==> config.mk <==
export PLATFORM = sky130hd
export DESIGN_NAME = sensor_echo_gen
export DESIGN_NICKNAME = d
export VERILOG_FILES = /design/src/rtl/sensor_pkg.sv /design/src/rtl/sensor_edge_sync.sv /design/src/rtl/sensor_echo_gen.sv
export SDC_FILE = /design/constraint.sdc
export NUM_CORES = 1
export LEC_CHECK = 0
export CORE_MARGIN = 4
export CORE_UTILIZATION = 47
export CTS_CLUSTER_SIZE = 20
export DETAILED_ROUTE_END_ITERATION = 10
export GPL_ROUTABILITY_DRIVEN = 1
export PLACE_DENSITY = 0.68
export SETUP_SLACK_MARGIN = 0.15
export SYNTH_ARGS = -nofsm -noshare
export SYNTH_HDL_FRONTEND = slang
export SYNTH_SLANG_ARGS = --single-unit
==> constraint.sdc <==
create_clock -name clk_sys -period 4.9 [get_ports clk_sys]
set_clock_uncertainty 0.1 [all_clocks]
set_input_delay 0.98 -clock clk_sys [delete_from_list [all_inputs] [get_ports clk_sys]]
set_output_delay 0.98 -clock clk_sys [all_outputs]
set_load 0.02 [all_outputs]
==> src/rtl/sensor_pkg.sv <==
// Shared definitions for the ultrasonic ranger emulator and its host-side core.
// Latency: n/a (types, constants and a pure helper function only).
// Backpressure: n/a.
package sensor_pkg;

    // Width of every cycle counter and of the programmed echo length.
    localparam int unsigned CNT_W = 32;

    localparam logic [CNT_W-1:0] CNT_ONE = CNT_W'(1);

    // Default timing constants, in clk_sys cycles.
    localparam logic [CNT_W-1:0] DEF_MIN_TRIG     = CNT_W'(1000);
    localparam logic [CNT_W-1:0] DEF_BURST_DLY    = CNT_W'(400);
    localparam logic [CNT_W-1:0] DEF_ECHO_TIMEOUT = CNT_W'(1900000);
    localparam logic [CNT_W-1:0] DEF_HOLDOFF      = CNT_W'(1000);

    // Responder state encoding.
    typedef enum logic [2:0] {
        ST_IDLE       = 3'd0,
        ST_TRIG_HI    = 3'd1,
        ST_WAIT_BURST = 3'd2,
        ST_ECHO       = 3'd3,
        ST_HOLDOFF    = 3'd4
    } state_t;

    // Echo length chosen at trigger acceptance: no-target forces the timeout,
    // otherwise the request is clamped into [1, timeout].
    function automatic logic [CNT_W-1:0] clamp_len(
        input logic [CNT_W-1:0] req_len,
        input logic             no_target,
        input logic [CNT_W-1:0] timeout
    );
        logic [CNT_W-1:0] res;
        if (no_target) begin
            res = timeout;
        end else if (req_len == '0) begin
            res = CNT_ONE;
        end else if (req_len > timeout) begin
            res = timeout;
        end else begin
            res = req_len;
        end
        return res;
    endfunction

endpackage

==> src/rtl/sensor_edge_sync.sv <==
// Two-flop synchroniser plus a delay flop giving synced level and edge strobes.
// Latency: level visible 2 edges after the input is sampled; edges valid in that same cycle.
// Backpressure: none; free-running sampler.
module sensor_edge_sync (
    input  logic clk_sys,
    input  logic rst,
    input  logic sig_in,
    output logic sig_s,
    output logic rise,
    output logic fall
);

    logic meta_q, meta_d;
    logic sync_q, sync_d;
    logic dly_q,  dly_d;

    // Shift chain: metastability flop, synced flop, one-cycle-old copy for edges.
    always_comb begin
        meta_d = sig_in;
        sync_d = meta_q;
        dly_d  = sync_q;
    end

    // Register the chain; all stages clear on reset.
    always_ff @(posedge clk_sys) begin
        if (rst) begin
            meta_q <= 1'b0;
            sync_q <= 1'b0;
            dly_q  <= 1'b0;
        end else begin
            meta_q <= meta_d;
            sync_q <= sync_d;
            dly_q  <= dly_d;
        end
    end

    assign sig_s = sync_q;
    assign rise  = sync_q & ~dly_q;
    assign fall  = ~sync_q & dly_q;

endmodule

==> src/rtl/sensor_echo_gen.sv <==
// Ultrasonic ranger emulator: validates trig width, waits the burst delay, drives echo for the latched length.
// Latency: echo rises BURST_DLY+1 cycles after the synced trig fall is seen; all outputs registered.
// Backpressure: none; trig edges outside IDLE/TRIG_HI are dropped.
module sensor_echo_gen
    import sensor_pkg::*;
#(
    parameter logic [CNT_W-1:0] MIN_TRIG     = DEF_MIN_TRIG,
    parameter logic [CNT_W-1:0] BURST_DLY    = DEF_BURST_DLY,
    parameter logic [CNT_W-1:0] ECHO_TIMEOUT = DEF_ECHO_TIMEOUT,
    parameter logic [CNT_W-1:0] HOLDOFF      = DEF_HOLDOFF
) (
    input  logic             clk_sys,
    input  logic             rst,
    input  logic             trig,
    input  logic [CNT_W-1:0] cfg_len,
    input  logic             cfg_no_target,
    output logic             echo,
    output logic             echo_busy,
    output logic             echo_done,
    output logic             trig_err
);

    logic trig_s, trig_rise, trig_fall;

    sensor_edge_sync u_trig_sync (
        .clk_sys (clk_sys),
        .rst     (rst),
        .sig_in  (trig),
        .sig_s   (trig_s),
        .rise    (trig_rise),
        .fall    (trig_fall)
    );

    state_t           state_q, state_d;
    logic [CNT_W-1:0] cnt_q,   cnt_d;
    logic [CNT_W-1:0] len_q,   len_d;
    logic             echo_q,  echo_d;
    logic             done_q,  done_d;
    logic             err_q,   err_d;

    // Next-state logic; the single counter is reused per state (trig width,
    // burst delay, echo length, holdoff).
    always_comb begin
        state_d = state_q;
        cnt_d   = cnt_q;
        len_d   = len_q;
        echo_d  = 1'b0;
        done_d  = 1'b0;
        err_d   = 1'b0;
        case (state_q)
            ST_IDLE: begin
                // Only a fresh edge starts a trigger, never a level left over from holdoff.
                if (trig_rise) begin
                    state_d = ST_TRIG_HI;
                    cnt_d   = CNT_ONE;
                end
            end
            ST_TRIG_HI: begin
                if (trig_fall) begin
                    if (cnt_q >= MIN_TRIG) begin
                        len_d = clamp_len(cfg_len, cfg_no_target, ECHO_TIMEOUT);
                        if (BURST_DLY == '0) begin
                            state_d = ST_ECHO;
                            echo_d  = 1'b1;
                            cnt_d   = CNT_ONE;
                        end else begin
                            state_d = ST_WAIT_BURST;
                            cnt_d   = '0;
                        end
                    end else begin
                        err_d   = 1'b1;
                        state_d = ST_IDLE;
                        cnt_d   = '0;
                    end
                end else if (trig_s && (cnt_q < MIN_TRIG)) begin
                    // Saturate at the threshold; long triggers are legal.
                    cnt_d = cnt_q + CNT_ONE;
                end
            end
            ST_WAIT_BURST: begin
                if (cnt_q == BURST_DLY - CNT_ONE) begin
                    state_d = ST_ECHO;
                    echo_d  = 1'b1;
                    cnt_d   = CNT_ONE;
                end else begin
                    cnt_d = cnt_q + CNT_ONE;
                end
            end
            ST_ECHO: begin
                // cnt_q counts echo-high cycles including the current one.
                if (cnt_q >= len_q) begin
                    state_d = ST_HOLDOFF;
                    done_d  = 1'b1;
                    cnt_d   = '0;
                end else begin
                    echo_d = 1'b1;
                    cnt_d  = cnt_q + CNT_ONE;
                end
            end
            ST_HOLDOFF: begin
                if (cnt_q >= HOLDOFF) begin
                    state_d = ST_IDLE;
                    cnt_d   = '0;
                end else begin
                    cnt_d = cnt_q + CNT_ONE;
                end
            end
            default: begin
                state_d = ST_IDLE;
                cnt_d   = '0;
            end
        endcase
    end

    // State and output registers; reset forces IDLE with every output low.
    always_ff @(posedge clk_sys) begin
        if (rst) begin
            state_q <= ST_IDLE;
            cnt_q   <= '0;
            len_q   <= '0;
            echo_q  <= 1'b0;
            done_q  <= 1'b0;
            err_q   <= 1'b0;
        end else begin
            state_q <= state_d;
            cnt_q   <= cnt_d;
            len_q   <= len_d;
            echo_q  <= echo_d;
            done_q  <= done_d;
            err_q   <= err_d;
        end
    end

    assign echo      = echo_q;
    assign echo_busy = (state_q != ST_IDLE);
    assign echo_done = done_q;
    assign trig_err  = err_q;

endmodule

==> results.md <==
* Post-Route WL at 10200 microns
* Unrepaired setup endpoints after global routing: no
* Reg2reg end: cnt_q[19]
* Filler cells at 744
* Max-slew violation count at 0
* Cells after synthesis at 492
* Initial antenna violation count at 0
* Synthesized area per cell at 8.37 sq um
* Hold WS at 353 ps
* Core box area at 8380 sq um
* Vias/cell at 5.88
* EDFF count, synth at 0
* Worst EP required at 5060 ps
* Clk_lat worst skew at 350 ps
* Syn_nets at 562
* Die width at 102 microns
* Top_reg_cell synth: dfxtp_1
* Final ANT Viol Nets at 0
* Max_cap viols at 0
* Synth Warn # at 0
* Clk root buf: clkbuf_8
* Gpl congestion at 0.856
* Area delta synth->final at 17.1%
* Worst Path Class, Setup: register to register
* Post-CTS Setup Bufs at 0
* Setup tns final at 0 ps
* Power per cell area at 259 nW/um^2
* Core Util, Final at 57.6%
* Netlist cell types at 59
* Critical-path cell list: inv_1 -> ha_1 -> nor2_1 -> a21oi_1 -> o311ai_0 -> a31oi_1 -> o31ai_4 -> nand2_1 -> o31ai_1
* DRC at 0
* Hold path startpoint: u_trig_sync.meta_q
* Peak supply drop at 0.159 mV
* IO Count at 40
* Crit path DAT at 3390 ps
* Syn Std Cell Area at 4120 sq um
* Hold EP: u_trig_sync.sig_s
* Main area contributors after synthesis: dfxtp_1 35%, ha_1 10%, inv_1 4.0%
* Total clock sinks at 73
* Critical Path Sink Type: register
* Post-synth top cells: 73 x dfxtp_1, 44 x inv_1, 44 x nor2_1
* Max stage delay cell, worst path: o31ai_4
* CP Max Fanout at 31
* Nets@finish at 594
* FF-to-FF setup slack at 1670 ps
* Via Count at 3728
* Post-CTS sizing at 0
* Bufs and invs on worst path at 1
* Slew headroom at 22.2%
* Worst reg2reg path depth at 9
* Min-delay worst type: register to register
* Synth top area share at 35.5%
* Sequential fraction of the synthesis area at 35.5%
* CTS tree: done
* Total GRT Usage at 20.7%
* Finish-stage setup viols at 0
* CTS Buf Count at 9
* Crit-path max cell delay at 1000 ps
* Cell row count at 33
* Largest net degree at the start of global routing at 32
* Wire per inst at 16.2 microns
* Clock-pin slew on the worst setup and hold paths at 80 ps
* Fin. Hold Viols at 0
* Dominant cell by count in the synthesized netlist: dfxtp_1
* Crit-path leading delay family: compound AO/OA/AOI/OAI gates
* Bufs on Longest Clock Path at 2
* CP Launch Type: register
* Cts hold-fix bufs at 0
* Synth area leader: dfxtp_1
* IO buf count at 39
* Final period util at 65.9%
* Seq cells post-synth at 73
* RR Startpoint: cnt_q[0]
* Initial detailed-routing violation count at 147
* Vias in the first global route at 3650
* Leak Pwr at 1.78 nW
* Starting Density at 49.1%
* Status: complete, no violations
* WHS Path Cells at 1
* Antenna Cells at 0
* First-pass GRT wire length at 17100 microns
* DP Wirelength at 7750 microns
* Global route overflow at 0
* H-tree level count at 3
* DR pass1 iterations at 5
* Share of layout cells above drive strength 1 at 8.32%
* Post-synth ARST share at 0%
* Die Ht at 102 microns
* Slew @ Worst Pin at 1170 ps
* Min cycle time layout at 3230 ps
* Max frequency at 310 MHz
* Die area at 10300 sq um
## cell type report
cell class                      count  area (sq um)  share of cell area [%]
Multi-Input combinational cell    352          2400                    49.7
Sequential cell                    73          1460                    30.3
Timing Repair Buffer               43           420                    8.71
Inverter                           45           169                    3.50
Tap cell                          105           131                    2.72
Clock buffer                       10           128                    2.65
Clock inverter                      6           116                    2.41
## cell usage in the layout, fill, tap and decap left out, drive strengths merged, types with 4 or more instances in the layout
cell type,Yosys,layout
and4,4,4
nand3,25,25
nor4,11,11
dfxtp,73,73
clkdlybuf4s50,0,39
a31oi,8,8
ha,34,34
a211oi,4,4
buf,8,4
xor2,13,13
o211ai,4,4
mux2i,6,6
nor2,45,45
a22oi,7,7
o21ai,10,10
clkinv,1,4
and3,12,12
nand4,25,25
inv,44,44
clkbuf,14,10
a21oi,24,24
nor3,26,26
nor2b,8,8
o221a,10,10
nand2,36,36
## worst register-to-register path, stage by stage, from the launching register on
cell	delay, ps
dfxtp_1	390
inv_1	90
ha_1	290
nor2_1	90
a21oi_1	70
o311ai_0	310
a31oi_1	220
o31ai_4	1000
nand2_1	280
o31ai_1	290
## layer usage
layer	routed length (microns)	GRT usage (%)	vias to the layer above
li1	-	-	1859
met1	4610	26.1	1753
met2	4970	36.5	109
met3	594	4.27	7
met4	73	4.40	0
met5	0	0	-
## state kept, by name (all words and copies together), names as in the netlist
name and cells:
echo 1, len_q 32, state_q 3, u_trig_sync.sig_s 1, cnt_q 32, echo_done 1
u_trig_sync.meta_q 1, trig_err 1, u_trig_sync.dly_q 1
## worst max-delay path by stage
stage	slack, ps	end	depth (start not counted)	from
finish	1670	cnt_q[19]	9	cnt_q[0]
detailed placement	1610	len_q[0]	8	cfg_len[0]
global placement	1610	len_q[0]	8	cfg_len[0]
floorplan	2300	cnt_q[13]	9	cnt_q[18]
global route	1420	cnt_q[19]	9	cnt_q[0]
CTS	1730	cnt_q[19]	9	cnt_q[0]
## power by group
group          total (W)  leakage [nW]  internal, W  switching (W)
sequential      0.000597         0.588     0.000594     0.00000214
combinational  0.0000755          1.07    0.0000364      0.0000391
clock           0.000577         0.121     0.000341       0.000236
total            0.00125          1.78     0.000972       0.000278
## stage by stage
stage | area, sq um | std cells | total power [W] | setup slack (ps)
floorplan | 4120 | 492 | 0.000641 | 2300
global placement | 4580 | 618 | 0.000684 | 1610
detailed placement | 4580 | 618 | 0.000685 | 1610
CTS | 4820 | 634 | 0.00126 | 1730
global route | 4820 | 634 | 0.00129 | 1420
finish | 4820 | 634 | 0.00125 | 1670
## cells by family (layout without fill, tap and decap cells)
kind of cell | count (synthesis) | count (layout) | share of synthesized area [%]
mux | 6 | 6 | 1.46
compound gates | 91 | 91 | 16.4
simple gates | 205 | 205 | 26.3
flops | 73 | 73 | 35.5
xor+xnor | 16 | 16 | 3.40
buf+inv | 67 | 104 | 6.62
fa+ha+maj | 34 | 34 | 10.3
Note: power is estimated with default switching activity, not from simulation.
